===== src/rtl/nes_mem_pkg.sv =====
// Shared constants and FSM state type for the memory dump controller.
// Imported by the controller and its output buffer.
package nes_mem_pkg;

  localparam int unsigned DefaultDataW = 8;
  localparam int unsigned DefaultAddrW = 16;

  typedef enum logic [1:0] {
    StIdle,
    StRead,
    StDrain,
    StDone
  } dump_state_e;

endpackage


===== src/rtl/mem_dump_fifo.sv =====
// Two-entry output buffer holding read data, source address and final-beat flag.
// Flush empties it in one cycle; flush takes priority over a simultaneous push.
module mem_dump_fifo
  import nes_mem_pkg::*;
#(
  parameter int unsigned DATA_W = DefaultDataW,
  parameter int unsigned ADDR_W = DefaultAddrW
) (
  input  logic              clk,
  input  logic              reset_n,
  input  logic              flush,
  input  logic              in_valid,
  input  logic [DATA_W-1:0] in_data,
  input  logic [ADDR_W-1:0] in_addr,
  input  logic              in_last,
  output logic [1:0]        count,
  output logic              out_valid,
  input  logic              out_ready,
  output logic [DATA_W-1:0] out_data,
  output logic [ADDR_W-1:0] out_addr,
  output logic              out_last
);

  logic [DATA_W-1:0] data_q [2];
  logic [ADDR_W-1:0] addr_q [2];
  logic              last_q [2];
  logic              wr_ptr_q;
  logic              rd_ptr_q;
  logic [1:0]        count_q;
  logic              push;
  logic              pop;

  assign push      = in_valid && (count_q != 2'd2);
  assign pop       = out_valid && out_ready;
  assign count     = count_q;
  assign out_valid = (count_q != 2'd0);
  assign out_data  = data_q[rd_ptr_q];
  assign out_addr  = addr_q[rd_ptr_q];
  // Stale entries may hold a set flag; only report it on a real beat.
  assign out_last  = out_valid && last_q[rd_ptr_q];

  always_ff @(posedge clk) begin
    if (!reset_n) begin
      wr_ptr_q <= 1'b0;
      rd_ptr_q <= 1'b0;
      count_q  <= 2'd0;
      for (int i = 0; i < 2; i++) begin
        data_q[i] <= '0;
        addr_q[i] <= '0;
        last_q[i] <= 1'b0;
      end
    end else if (flush) begin
      wr_ptr_q <= 1'b0;
      rd_ptr_q <= 1'b0;
      count_q  <= 2'd0;
    end else begin
      if (push) begin
        data_q[wr_ptr_q] <= in_data;
        addr_q[wr_ptr_q] <= in_addr;
        last_q[wr_ptr_q] <= in_last;
        wr_ptr_q         <= ~wr_ptr_q;
      end
      if (pop) begin
        rd_ptr_q <= ~rd_ptr_q;
      end
      unique case ({push, pop})
        2'b10:   count_q <= count_q + 2'd1;
        2'b01:   count_q <= count_q - 2'd1;
        default: count_q <= count_q;
      endcase
    end
  end

endmodule


===== src/rtl/mem_dump_ctrl.sv =====
// Streams a contiguous (wrapping) range of a synchronous-read memory out as
// valid/ready beats tagged with source address and a final-beat flag.
module mem_dump_ctrl
  import nes_mem_pkg::*;
#(
  parameter int unsigned DATA_W = DefaultDataW,
  parameter int unsigned ADDR_W = DefaultAddrW
) (
  input  logic              clk,
  input  logic              reset_n,
  input  logic              dump_req,
  input  logic [ADDR_W-1:0] start_addr,
  input  logic [ADDR_W:0]   length,
  input  logic              abort,
  output logic              mem_rd_en,
  output logic [ADDR_W-1:0] mem_rd_addr,
  input  logic [DATA_W-1:0] mem_rd_data,
  output logic              out_valid,
  input  logic              out_ready,
  output logic [DATA_W-1:0] out_data,
  output logic [ADDR_W-1:0] out_addr,
  output logic              out_last,
  output logic              busy,
  output logic              done
);

  localparam logic [ADDR_W:0]   RemOne  = (ADDR_W + 1)'(1);
  localparam logic [ADDR_W-1:0] AddrOne = ADDR_W'(1);

  dump_state_e       state_q, state_d;
  logic [ADDR_W-1:0] addr_q, addr_d;
  logic [ADDR_W:0]   rem_q, rem_d;
  logic              inflight_q;
  logic [ADDR_W-1:0] infl_addr_q;
  logic              infl_last_q;

  logic              rd_en;
  logic              flush;
  logic              pop;
  logic [1:0]        fifo_count;
  logic [2:0]        occ;

  assign pop = out_valid && out_ready;
  // Occupancy after this edge if no read issues: held + in flight - leaving.
  assign occ = {1'b0, fifo_count} + {2'b00, inflight_q} - {2'b00, pop};

  always_comb begin
    state_d = state_q;
    addr_d  = addr_q;
    rem_d   = rem_q;
    rd_en   = 1'b0;
    flush   = 1'b0;
    unique case (state_q)
      StIdle: begin
        if (dump_req && !abort) begin
          if (length == '0) begin
            state_d = StDone;
          end else begin
            addr_d  = start_addr;
            rem_d   = length;
            state_d = StRead;
          end
        end
      end
      StRead: begin
        if (abort) begin
          flush   = 1'b1;
          state_d = StIdle;
        end else if (occ < 3'd2) begin
          rd_en  = 1'b1;
          addr_d = addr_q + AddrOne;
          rem_d  = rem_q - RemOne;
          if (rem_q == RemOne) begin
            state_d = StDrain;
          end
        end
      end
      StDrain: begin
        if (abort) begin
          flush   = 1'b1;
          state_d = StIdle;
        end else if (pop && out_last) begin
          state_d = StDone;
        end
      end
      StDone: begin
        state_d = StIdle;
      end
      default: begin
        state_d = StIdle;
      end
    endcase
  end

  always_ff @(posedge clk) begin
    if (!reset_n) begin
      state_q     <= StIdle;
      addr_q      <= '0;
      rem_q       <= '0;
      inflight_q  <= 1'b0;
      infl_addr_q <= '0;
      infl_last_q <= 1'b0;
    end else begin
      state_q     <= state_d;
      addr_q      <= addr_d;
      rem_q       <= rem_d;
      inflight_q  <= rd_en;
      infl_addr_q <= addr_q;
      infl_last_q <= (rem_q == RemOne);
    end
  end

  assign mem_rd_en   = rd_en;
  assign mem_rd_addr = addr_q;
  assign busy        = (state_q != StIdle);
  assign done        = (state_q == StDone);

  mem_dump_fifo #(
    .DATA_W (DATA_W),
    .ADDR_W (ADDR_W)
  ) u_fifo (
    .clk       (clk),
    .reset_n   (reset_n),
    .flush     (flush),
    .in_valid  (inflight_q && !flush),
    .in_data   (mem_rd_data),
    .in_addr   (infl_addr_q),
    .in_last   (infl_last_q),
    .count     (fifo_count),
    .out_valid (out_valid),
    .out_ready (out_ready),
    .out_data  (out_data),
    .out_addr  (out_addr),
    .out_last  (out_last)
  );

endmodule


===== config.mk =====
export PLATFORM = sky130hd
export DESIGN_NAME = mem_dump_ctrl
export DESIGN_NICKNAME = d
export VERILOG_FILES = /design/src/rtl/nes_mem_pkg.sv /design/src/rtl/mem_dump_fifo.sv /design/src/rtl/mem_dump_ctrl.sv
export SDC_FILE = /design/constraint.sdc
export NUM_CORES = 1
export LEC_CHECK = 0
export ABC_AREA = 0
export CAP_MARGIN = 15
export CORE_ASPECT_RATIO = 2
export CORE_UTILIZATION = 30
export DETAILED_ROUTE_END_ITERATION = 10
export GPL_ROUTABILITY_DRIVEN = 0
export SLEW_MARGIN = 40
export SYNTH_ARGS = -nofsm -noshare
export SYNTH_HDL_FRONTEND = slang
export SYNTH_HIERARCHICAL = 1
export SYNTH_SLANG_ARGS = --single-unit

===== constraint.sdc =====
create_clock -name clk -period 3.25 [get_ports clk]
set_input_delay 0.65 -clock clk [delete_from_list [all_inputs] [get_ports clk]]
set_output_delay 0.65 -clock clk [all_outputs]
set_load 0.02 [all_outputs]

Yosys cells after proc, flatten, opt, wreduce, memory -nomap -nowiden

Memory sizes are Yosys's and may differ from the RTL's. A register that Yosys moved wholly into a read port is not among the register bits.
Cells that the tools add are included.

Reduce and logical (&&, ||, !) cells: 21
Multiplexer cells: 44
Equal/unequal tests: 14
$lt $le $gt $ge: 1
Bitwise gates (word level): 3
Add/sub/neg operators: 6

Operator list:

| kind                                                                   | count |
|---|---|
| 16-bit two-way mux                                                     | 5 |
| 17-bit two-way mux                                                     | 4 |
| 17-bit case mux with 2 select lines                                    | 1 |
| 16-bit case mux with 2 select lines                                    | 1 |
| 1-bit two-way mux                                                      | 23 |
| 17-bit by 1-bit equality test with 1-bit output, second input constant | 1 |
| 17-bit zero test                                                       | 1 |
| 17-bit by 1-bit subtractor with 17-bit output, second input constant   | 1 |
| 16-bit by 1-bit adder with 16-bit output, second input constant        | 1 |
| 16-bit OR reduction                                                    | 1 |
| 2-bit two-way mux                                                      | 7 |
| 2-bit != test, second input constant                                   | 5 |
| 3-bit != test, second input constant                                   | 3 |
| 8-bit two-way mux                                                      | 1 |
| 2-bit case mux with 4 select lines                                     | 1 |
| 2-bit nonzero test                                                     | 4 |
| 8-bit OR reduction                                                     | 1 |
| 2-bit equality test, second input constant                             | 3 |
| 1-bit logical AND                                                      | 6 |
| 5-bit AND reduction                                                    | 1 |
| 2-bit by 1-bit equality test with 1-bit output, second input constant  | 2 |
| 2-bit case mux with 2 select lines                                     | 1 |
| 4-bit AND reduction                                                    | 1 |
| 2-bit OR reduction                                                     | 2 |
| 9 further kinds                                                        | 12 |

Memories kept: 3
Input port bits: 46
Memory bits (writable): 50
Output and inout bits: 45
Register bits: 57
Logic and storage cells: 101

Memories:

| memory        | depth | width | rd ports | clocked after memory_dff | write ports | RTL line            | text |
|---|---|---|---|---|---|---|---|
| u_fifo.addr_q | 2     | 16    | 1        | 1                        | 2           | mem_dump_fifo.sv:25 | `logic [ADDR_W-1:0] addr_q [2];` |
| u_fifo.data_q | 2     | 8     | 1        | 1                        | 2           | mem_dump_fifo.sv:24 | `logic [DATA_W-1:0] data_q [2];` |
| u_fifo.last_q | 2     | 1     | 1        | 1                        | 2           | mem_dump_fifo.sv:26 | `logic last_q [2];` |

Longest topological paths before layout

Gate-level depths: netlist of run 1.

Depth after elaboration: 12
Mapped depth: 12
Depth with buffers taken out: 11

Hierarchy

The synthesis of run 1 kept the hierarchy.

Modules (own cells, without submodules):

| module        | cells each | instances | area each (µm²) | sequential area each (µm²) |
|---|---|---|---|---|
| mem_dump_ctrl | 363        | 1         | 3070.4          | 1061.0 |
| mem_dump_fifo | 166        | 1         | 2439.8          | 1581.5 |

Worst setup path after synthesis of run 1

No wires, ideal clock.

Path kind: register to output
Start point: register u_fifo.count_q[1] (netlist: u_fifo/count[1])
End point: output mem_rd_en
Cell stages (with the launch flop): 10
Data arrival time: 2.182 ns
Data required time: 2.600 ns
Buffers on the path: 0
Path slack: 0.418 ns
Cells stage by stage: dfxtp_1 -> nor2_1 -> inv_1 -> and2_1 -> ha_1 -> nand2b_1 -> fa_1 -> xnor2_1 -> nand2_1 -> nor2_1

Longest elaborated chain between the ends: 7

RTL lines:

| what                                                  | RTL line            | text |
|---|---|---|
| start, declared                                       | mem_dump_fifo.sv:29 | `logic [1:0] count_q;` |
| start signal, assigned                                | mem_dump_fifo.sv:67 | `2'b10: count_q <= count_q + 2'd1;` |
| start signal, assigned                                | mem_dump_fifo.sv:68 | `2'b01: count_q <= count_q - 2'd1;` |
| start signal, assigned                                | mem_dump_fifo.sv:69 | `default: count_q <= count_q;` |
| 2-bit nonzero test                                    | mem_dump_fifo.sv:36 | `assign out_valid = (count_q != 2'd0);` |
| named net out_valid                                   | mem_dump_ctrl.sv:18 | `output logic out_valid,` |
| 1-bit logical AND                                     | mem_dump_ctrl.sv:43 | `assign pop = out_valid && out_ready;` |
| 3-bit by 1-bit subtractor with 3-bit output           | mem_dump_ctrl.sv:45 | `assign occ = {1'b0, fifo_count} + {2'b00, inflight_q} - {2'b00, pop};` |
| 3-bit by 2-bit less-than comparator with 1-bit output | mem_dump_ctrl.sv:69 | `end else if (occ < 3'd2) begin` |
| 1-bit two-way mux                                     | mem_dump_ctrl.sv:69 |  |
| 1-bit two-way mux                                     | mem_dump_ctrl.sv:66 | `if (abort) begin` |
| 1-bit two-way mux                                     | mem_dump_ctrl.sv:53 | `unique case (state_q)` |
| end, declared                                         | mem_dump_ctrl.sv:15 | `output logic mem_rd_en,` |

The timed path passes the listed nets, and every way through them passes these cells.

Worst setup path after layout of run 1

Start point: register u_fifo.count_q[1] (netlist: u_fifo/count[1])
End point: output mem_rd_en

Longest elaborated chain between the ends: 7

RTL lines:

| what                                                                           | RTL line |
|---|---|
| branches (longest 2 deep; another with 2-bit by 1-bit adder with 3-bit output) | - |
| 3-bit by 1-bit subtractor with 3-bit output *                                  | mem_dump_ctrl.sv:45 |
| 3-bit by 2-bit less-than comparator with 1-bit output *                        | mem_dump_ctrl.sv:69 |
| 1-bit two-way mux *                                                            | mem_dump_ctrl.sv:69 |
| 1-bit two-way mux *                                                            | mem_dump_ctrl.sv:66 |
| 1-bit two-way mux *                                                            | mem_dump_ctrl.sv:53 |

Mark *: on every way between the ends.

==> impl_metrics.yaml, run 1 <==
clock_network:
  ctsHtreeMaxLevel: 3
  cts_buffer_depth: 2
  clockRootBuffer: "clkbuf_16"
  clkTransAtPathRegs_ns: 0.08
  cts_tree: "done"
  cts.sinks: 108
  clk_latency_ns: 0.34
  numCtsBuffers: 9
status:
  status: "complete, but fails checks"
  violations: "design-rule violations"
critical_path:
  timing.rr.end: "rem_q[6]"
  worst_setup_path_start_kind: "register"
  worstSetupStartpoint: "u_fifo/count[1]"
  crit_path_end_kind: "output pin"
  worst-endpoint-arrival_ns: 2.36
  crit_type: "register to output pin"
  required_ns: 2.60
  reg2reg_depth: 13
  worstSetupEndpoint: "mem_rd_en"
  critPathMaxFanout: 2
  r2r-start: "u_fifo/count[1]"
  regToRegSetupSlack_ns: 0.32
synth:
  syn_nets: 586
  synth_cell_types: 74
  syn_inst: 529
  yosys.area_share.xor_xnor: 0.00795
  synth_top_family_by_area: "simple AND/OR/NAND/NOR gates"
  synth_seq_cells: 108
  synth_warnings: 6
  synth.top_cell.area_share: 0.262
  synth-compound-area-share: 0.148
  ys.flop_type: "dfxtp_1"
  synth_enable_flop_cells: 48
  synth_mux_area_frac: 0.0602
  yosys-top-cells-area: "edfxtp_1 (26%), dfxtp_1 (22%), and2_1 (7.0%), a21oi_1 (3.5%), mux2_2 (3.5%)"
  yosys.area.top_type: "edfxtp_1"
  synth-simple-area-share: 0.226
  syn_avg_cell_area_um2: 10.4
  netlist_area_mm2: 0.00551
  synth-seq-area-share: 0.480
  async_flop_share: 0
  synthAdderAreaFrac: 0.0263
power_and_ir_drop:
  total_power_w: 0.00499
  leakage_nw: 2.58
  power_density_mw_per_mm2: 719
  ir_drop_v: 0.000360
drt:
  vias: 4242
  drt-vias-per-instance: 5.06
  drt_iter0_drc: 193
  dr.pass1.iters: 7
  route.detailed.drc: 23
  drt_wl_total_um: 13300
  routedWlPerCell_um: 15.8
  ant_nets: 0
die:
  fp-row-count: 69
  start_util: 0.308
  die_w_um: 97.8
  die_area_mm2: 0.0189
  core_mm2: 0.0179
  die_h_um: 194
  io_pins: 91
place:
  dp_slack_ns: -0.464
  dpl.cell_count: 821
  dp_hpwl_um: 9770
  io_buffers: 90
cells_and_area:
  diodes: 0
  utilization: 0.388
  drive_gt1_frac: 0.133
  area_growth_pct: 25.8
  nets: 677
  fillCellCount: 1745
  final-instance-count-excl-fill: 838
timing:
  fin_ws_ns: 0.245
  slew_viol_final: 0
  hold_violations: 0
  max_freq_mhz: 333
  post-route-period-util: 0.925
  worst_clock_skew_ns: 0.00877
  relSlewSlack: 0.631
  rsz0062_at_grt: "false"
  period_needed_ns: 3.01
  tightest_slew_ns: 0.552
  setup_viol: 0
global_routing:
  antenna_found_initial: 0
  grt_pass1_wl_um: 21200
  gr-usage-all-layers: 0.142
  grt-ovfl-total: 0
  grt_max_degree: 49
  grt_pass1_vias: 4262
hold_path:
  hp-class: "register to register"
run:
  cap_violations: 0
==> sequential cells by signal (all words and copies together) (netlist names), 2 cells and up, named ones only <==
signal	count
infl_addr_q	16
mem_rd_addr	16
rem_q	17
state_q	2
u_fifo/addr_q	32
u_fifo/count	2
u_fifo/data_q	16
u_fifo/last_q	2
==> routing by layer <==
metal	global-route usage	wire length, um	part of all wire	vias up
met5	0	0	0	-
met1	0.138	4890	0.37	2037
met4	0.0701	331	0.025	0
met2	0.280	7470	0.56	98
met3	0.0224	570	0.043	16
li1	-	-	-	2091
==> kinds of logic after synthesis <==
kind of cell | after synthesis
AOI/OAI and AO/OA | 119
buffers and inverters | 46
adders and majority gates | 11
xor gates and xnor gates | 5
muxes | 30
DFF | 108
and+or+nand+nor | 210
==> synth_stat cells (all sizes together) (13+ instances only) <==
master	number
dfxtp	60
clkbuf	13
edfxtp	48
nand2	47
nor2	20
o21ai	20
inv	17
mux2	25
a21oi	41
nand3	13
and2	63
buf	15
==> how the worst min path moves through the flow <==
stage,from,end,slack (ns),cells past startpoint
2_1_floorplan,infl_last_q,u_fifo/last_q[0],0.44,2
5_1_grt,u_fifo/last_q[0],u_fifo/last_q[0],0.50,2
3_5_place_dp,rem_q[15],rem_q[15],0.46,2
3_3_place_gp,rem_q[15],rem_q[15],0.45,2
4_1_cts,infl_last_q,u_fifo/last_q[0],0.48,2
6_report,u_fifo/last_q[0],u_fifo/last_q[0],0.47,2
==> per-stage QoR <==
step | TNS (ns) | area (um2) | hold WS (ns)
2_1_floorplan | 0 | 5510 | 0.437
3_3_place_gp | -1.11 | 6610 | 0.447
3_5_place_dp | -1.86 | 6610 | 0.465
4_1_cts | 0 | 6900 | 0.475
5_1_grt | 0 | 6930 | 0.504
6_report | 0 | 6930 | 0.474
==> critical path, cell delays in order (launching register included) <==
cell	delay, ns
dfxtp_1	0.32
nor2_1	0.13
inv_1	0.07
and2_4	0.16
ha_1	0.27
nand2b_4	0.15
fa_2	0.39
xnor2_2	0.19
nand2_1	0.10
nor2_2	0.10
buf_6	0.12
==> layout by cell type (no fill, tap or decap), types with 16 or more instances in the layout <==
cell type         n
clkdlybuf4s50_1  88
and2_1           61
dfxtp_1          60
edfxtp_1         48
nand2_1          47
a21oi_1          39
nor2_1           18
mux2_2           17
buf_4            16
==> cell type report <==
type                    instances  area [um2]  share of cell area
clock buffers                  10         229              0.0330
multi-input cells             375        2610               0.376
clock inverters                 6        55.1             0.00794
repair buffers                108        1060               0.154
flip-flops and latches        108        2640               0.381
well taps                     213         267              0.0384
inverters                      18        67.6             0.00975
==> where the power goes <==
group	leakage, nW	internal, W	switching, W	total (W)
logic	1.46	0.000906	0.00120	0.00210
registers	0.984	0.00162	0.000202	0.00182
clock network	0.141	0.000538	0.000525	0.00106
total	2.58	0.00306	0.00192	0.00499
==> what timing repair did <==
item	in CTS	in global routing
gates resized for setup	5	7
cloned	0	0
pin swaps	1	4
endpoints found under the setup margin	1	1
setup buffers	0	1
hold buffers	0	0
No activity file was read; power rests on OpenSTA's default activity.
==> run 2: changes to the inputs <==
Settings changed: HOLD_SLACK_MARGIN set to 0.02, SKIP_LAST_GASP set to 1.
==> results of run 2 <==
No change in the layout: final DEF, timing and power equal those of run 1.
==> RTL change (config.mk and constraints of run 2) <==
Change the package constant `DefaultDataW` from 8 to 7.
--- a/src/rtl/nes_mem_pkg.sv
+++ b/src/rtl/nes_mem_pkg.sv
@@ -3,5 +3,5 @@
 package nes_mem_pkg;
 
-  localparam int unsigned DefaultDataW = 8;
+  localparam int unsigned DefaultDataW = 7;
   localparam int unsigned DefaultAddrW = 16;
 
Interface: changed (resized mem_rd_data and out_data); port bits go from 91 to 89. No check against the original RTL was run, so the function may have changed too.
==> RTL change against run 2 <==
Die area shrank 1.5%. Final area is 1.2% lower. Area after synthesis decreased by 1.5%. Worst setup slack improved by 0.0065 ns. Sequential cell count is 2 lower. Sequential share of layout area decreased by 0.40 points. Largest power group unchanged. Wire length fell by 2.0%. Synthesized cell count decreased by 0.95%. Power shrank 0.98%.
==> RTL change: results (changes against run 2) <==
----------------------------------------------------
[Route]
  Total routed wirelength ... 12990 um (was 13260 um)
  Detailed-router iteration count before antenna repair ... 4 (was 7)
  Post-detailed-route via-to-cell ratio ... 5.034 (was 5.062)
  DRT iter0 DRCs ... 169 (was 193)

[Yosys]
  Post-synthesis cell type count ... 74 (unchanged)
  Async set-or-reset flop fraction in the synthesized netlist ... 0% (unchanged)
  Most area-consuming cells after synthesis ... edfxtp_1 25%, dfxtp_1 22%, and2_1 6.9% (was edfxtp_1 26%, dfxtp_1 22%, and2_1 7.0%)
  Most frequent cells after synthesis ... 60 x and2_1, 60 x dfxtp_1, 47 x nand2_1 (was 62 x and2_1, 60 x dfxtp_1, 48 x edfxtp_1)
  Most frequently used flop master after synthesis ... dfxtp_1 (unchanged)
  Sequential cell area fraction in the yosys report ... 47.59% (was 47.96%)
  Number of enable flip-flop cells after synthesis ... 46 (was 48)
  Synthesized Nets ... 580 (was 586)

[Global route]
  Total global routing track utilization ... 14.14% (was 14.20%)
  Pin count of the biggest net entering global routing ... 48 (was 49)
  Wire length of the first global-routing pass ... 20980 um (was 21220 um)
  Vias in the first global route ... 4267 (was 4262)
  Number of antenna violations at the first check in global routing ... 0 (unchanged)

[Clock network]
  Number of CTS-inserted buffers ... 9 (unchanged)
  Clk buf depth ... 2 (unchanged)
  Clock root buffer master ... clkbuf_16 (unchanged)
  Number of H-tree levels ... 3 (unchanged)
  Clock transition time at the flip-flop clock pins of the worst setup and hold paths ... 0.07 ns
  Insertion delay of the later-clocked pin in the worst-skew pair ... 0.34 ns (about the same)

[Critical path]
  Crit path largest cell delay ... 0.37 ns (was 0.39 ns)
  CP arrival ... 2.35 ns
  Crit Path Max Fanout ... 2 (unchanged)
  R2r worst-path depth ... 11 (was 13)
  R2R Path Start ... u_fifo/count[1]$_SDFFE_PP0P_ (unchanged)
  Timing startpoint of the critical path ... u_fifo/count[1]$_SDFFE_PP0P_ (unchanged)
  Largest delay share family, worst path ... simple AND/OR/NAND/NOR gates (was adder cells)
  Critical-path top delay cell ... fa_2 (unchanged)

[Run status]
  Outcome ... finished, final reports clean (was finished, violations left)

[Pwr]
  Peak supply drop ... 0.0002722 V (was 0.0003601 V)
  Leak pwr ... 2.559 nW (was 2.583 nW)

[Hold path]
  Hold Crit Start ... rem_q[15]$_SDFFE_PN0P_ (was u_fifo/last_q[0]$_DFF_P_)
  Hold path depth ... 2 (unchanged)
  Hold Crit Class ... reg2reg (unchanged)

[STA]
  Slew @ Worst Pin ... 0.6562 ns (was 0.5520 ns)
  Skew final ... 0.005337 ns (was 0.008766 ns)

[Placement]
  Instance area at placement ... 6525 um^2 (was 6614 um^2)
  Final HPWL DP ... 9747 um (was 9766 um)
  Count of buffers from port buffering ... 88 (was 90)

[Layout]
  Fraction of final layout cells sized beyond drive strength 1 ... 11.94% (was 13.28%)
  Fillcell total ... 1764 (was 1745)
  Regs by FF count ... u_fifo/addr_q x32, rem_q x17 (unchanged)
  Final net count ... 671 (was 677)
  Number of inserted diodes ... 0 (unchanged)

----------------------------------------------------
==> RTL change: cell types whose count changed in the layout (fill, tap and decap cells not counted), moves of 2 or more <==
cell / change
inv_6: +3
edfxtp_1: -2
clkdlybuf4s50_1: -2
mux2_1: +9
mux2_2: -10
buf_4: +3
inv_8: -2
and2_1: -2
==> RTL change: power by group <==
group          switching (mW)  internal (mW)  total [mW]
logic                    1.20          0.902        2.10
clock network           0.511          0.539        1.05
registers               0.199           1.59        1.79
total                    1.91           3.03        4.94
==> RTL change: what timing repair did <==
action                     4_1_cts  5_1_grt
pin swaps                        1        4
hold buffers                     0        0
setup endpoints to repair        1        2
setup buffers                    0        1
gates resized for setup          5        5
hold endpoints to repair         0        0
==> RTL change: kinds of logic after synthesis <==
logic type | after synthesis | share of synthesized area, %
AO/OA/AOI/OAI | 119 | 15.03
multiplexers | 29 | 5.903
buffers and inverters | 46 | 5.234
adder cells (fa/ha/maj) | 11 | 2.675
XOR/XNOR | 5 | 0.8072
flip-flops | 106 | 47.59
AND/OR/NAND/NOR | 208 | 22.76
==> RTL change: final timing paths <==
| kind | endpoint | slack (ns) |
|---|---|---|
| setup reg to reg | rem_q[0]$_SDFFE_PN0P_ | 0.41 |
| hold reg to reg | rem_q[15]$_SDFFE_PN0P_ | 0.47 |
| setup / recovery | mem_rd_en | 0.25 |
| hold / removal | rem_q[15]$_SDFFE_PN0P_ | 0.47 |
==> RTL change: metal layers <==
metal  share of wire [%]  GRT usage, %  wire length [um]  up-vias
li1                    -             -                 -     2069
met1                  39         14.49              5024     2013
met2                  56         27.28              7253       88
met3                 2.3         1.601               304       23
met4                 3.2         8.152               412        0
met5                   0             0                 0        -
==> RTL change: through the flow <==
step	cells	setup WS [ns]	TNS [ns]	power, mW	util [%]
final	833	0.2510	0	4.937	38.68
after CTS	832	0.0002336	0	4.980	38.54
after global placement	816	-0.4266	-1.346	3.850	36.87
after global routing	833	0.1112	0	5.281	38.68
after floorplan	524	0.4179	0	3.266	-
after detailed placement	816	-0.4568	-2.206	3.907	36.87
==> RTL change: worst register-to-register path, stage by stage, from the launching register on <==
cell	delay, ns
dfxtp_1	0.32
nor2_1	0.14
inv_1	0.07
and2_4	0.16
ha_1	0.26
nand2b_4	0.14
fa_2	0.37
xnor2_2	0.21
a32o_2	0.26
o211a_1	0.44
a21oi_1	0.14
a311oi_2	0.24
==> RTL change: layout make-up <==
class / instances / area [um^2] / area share [%]
flip-flops and latches: 106 / 2582 / 37.73
clock buffers: 9 / 225.2 / 3.290
well taps: 213 / 266.5 / 3.893
clock inverters: 7 / 67.56 / 0.9870
inverters: 18 / 67.56 / 0.9870
multi-input cells: 372 / 2580 / 37.69
repair buffers: 108 / 1056 / 15.43
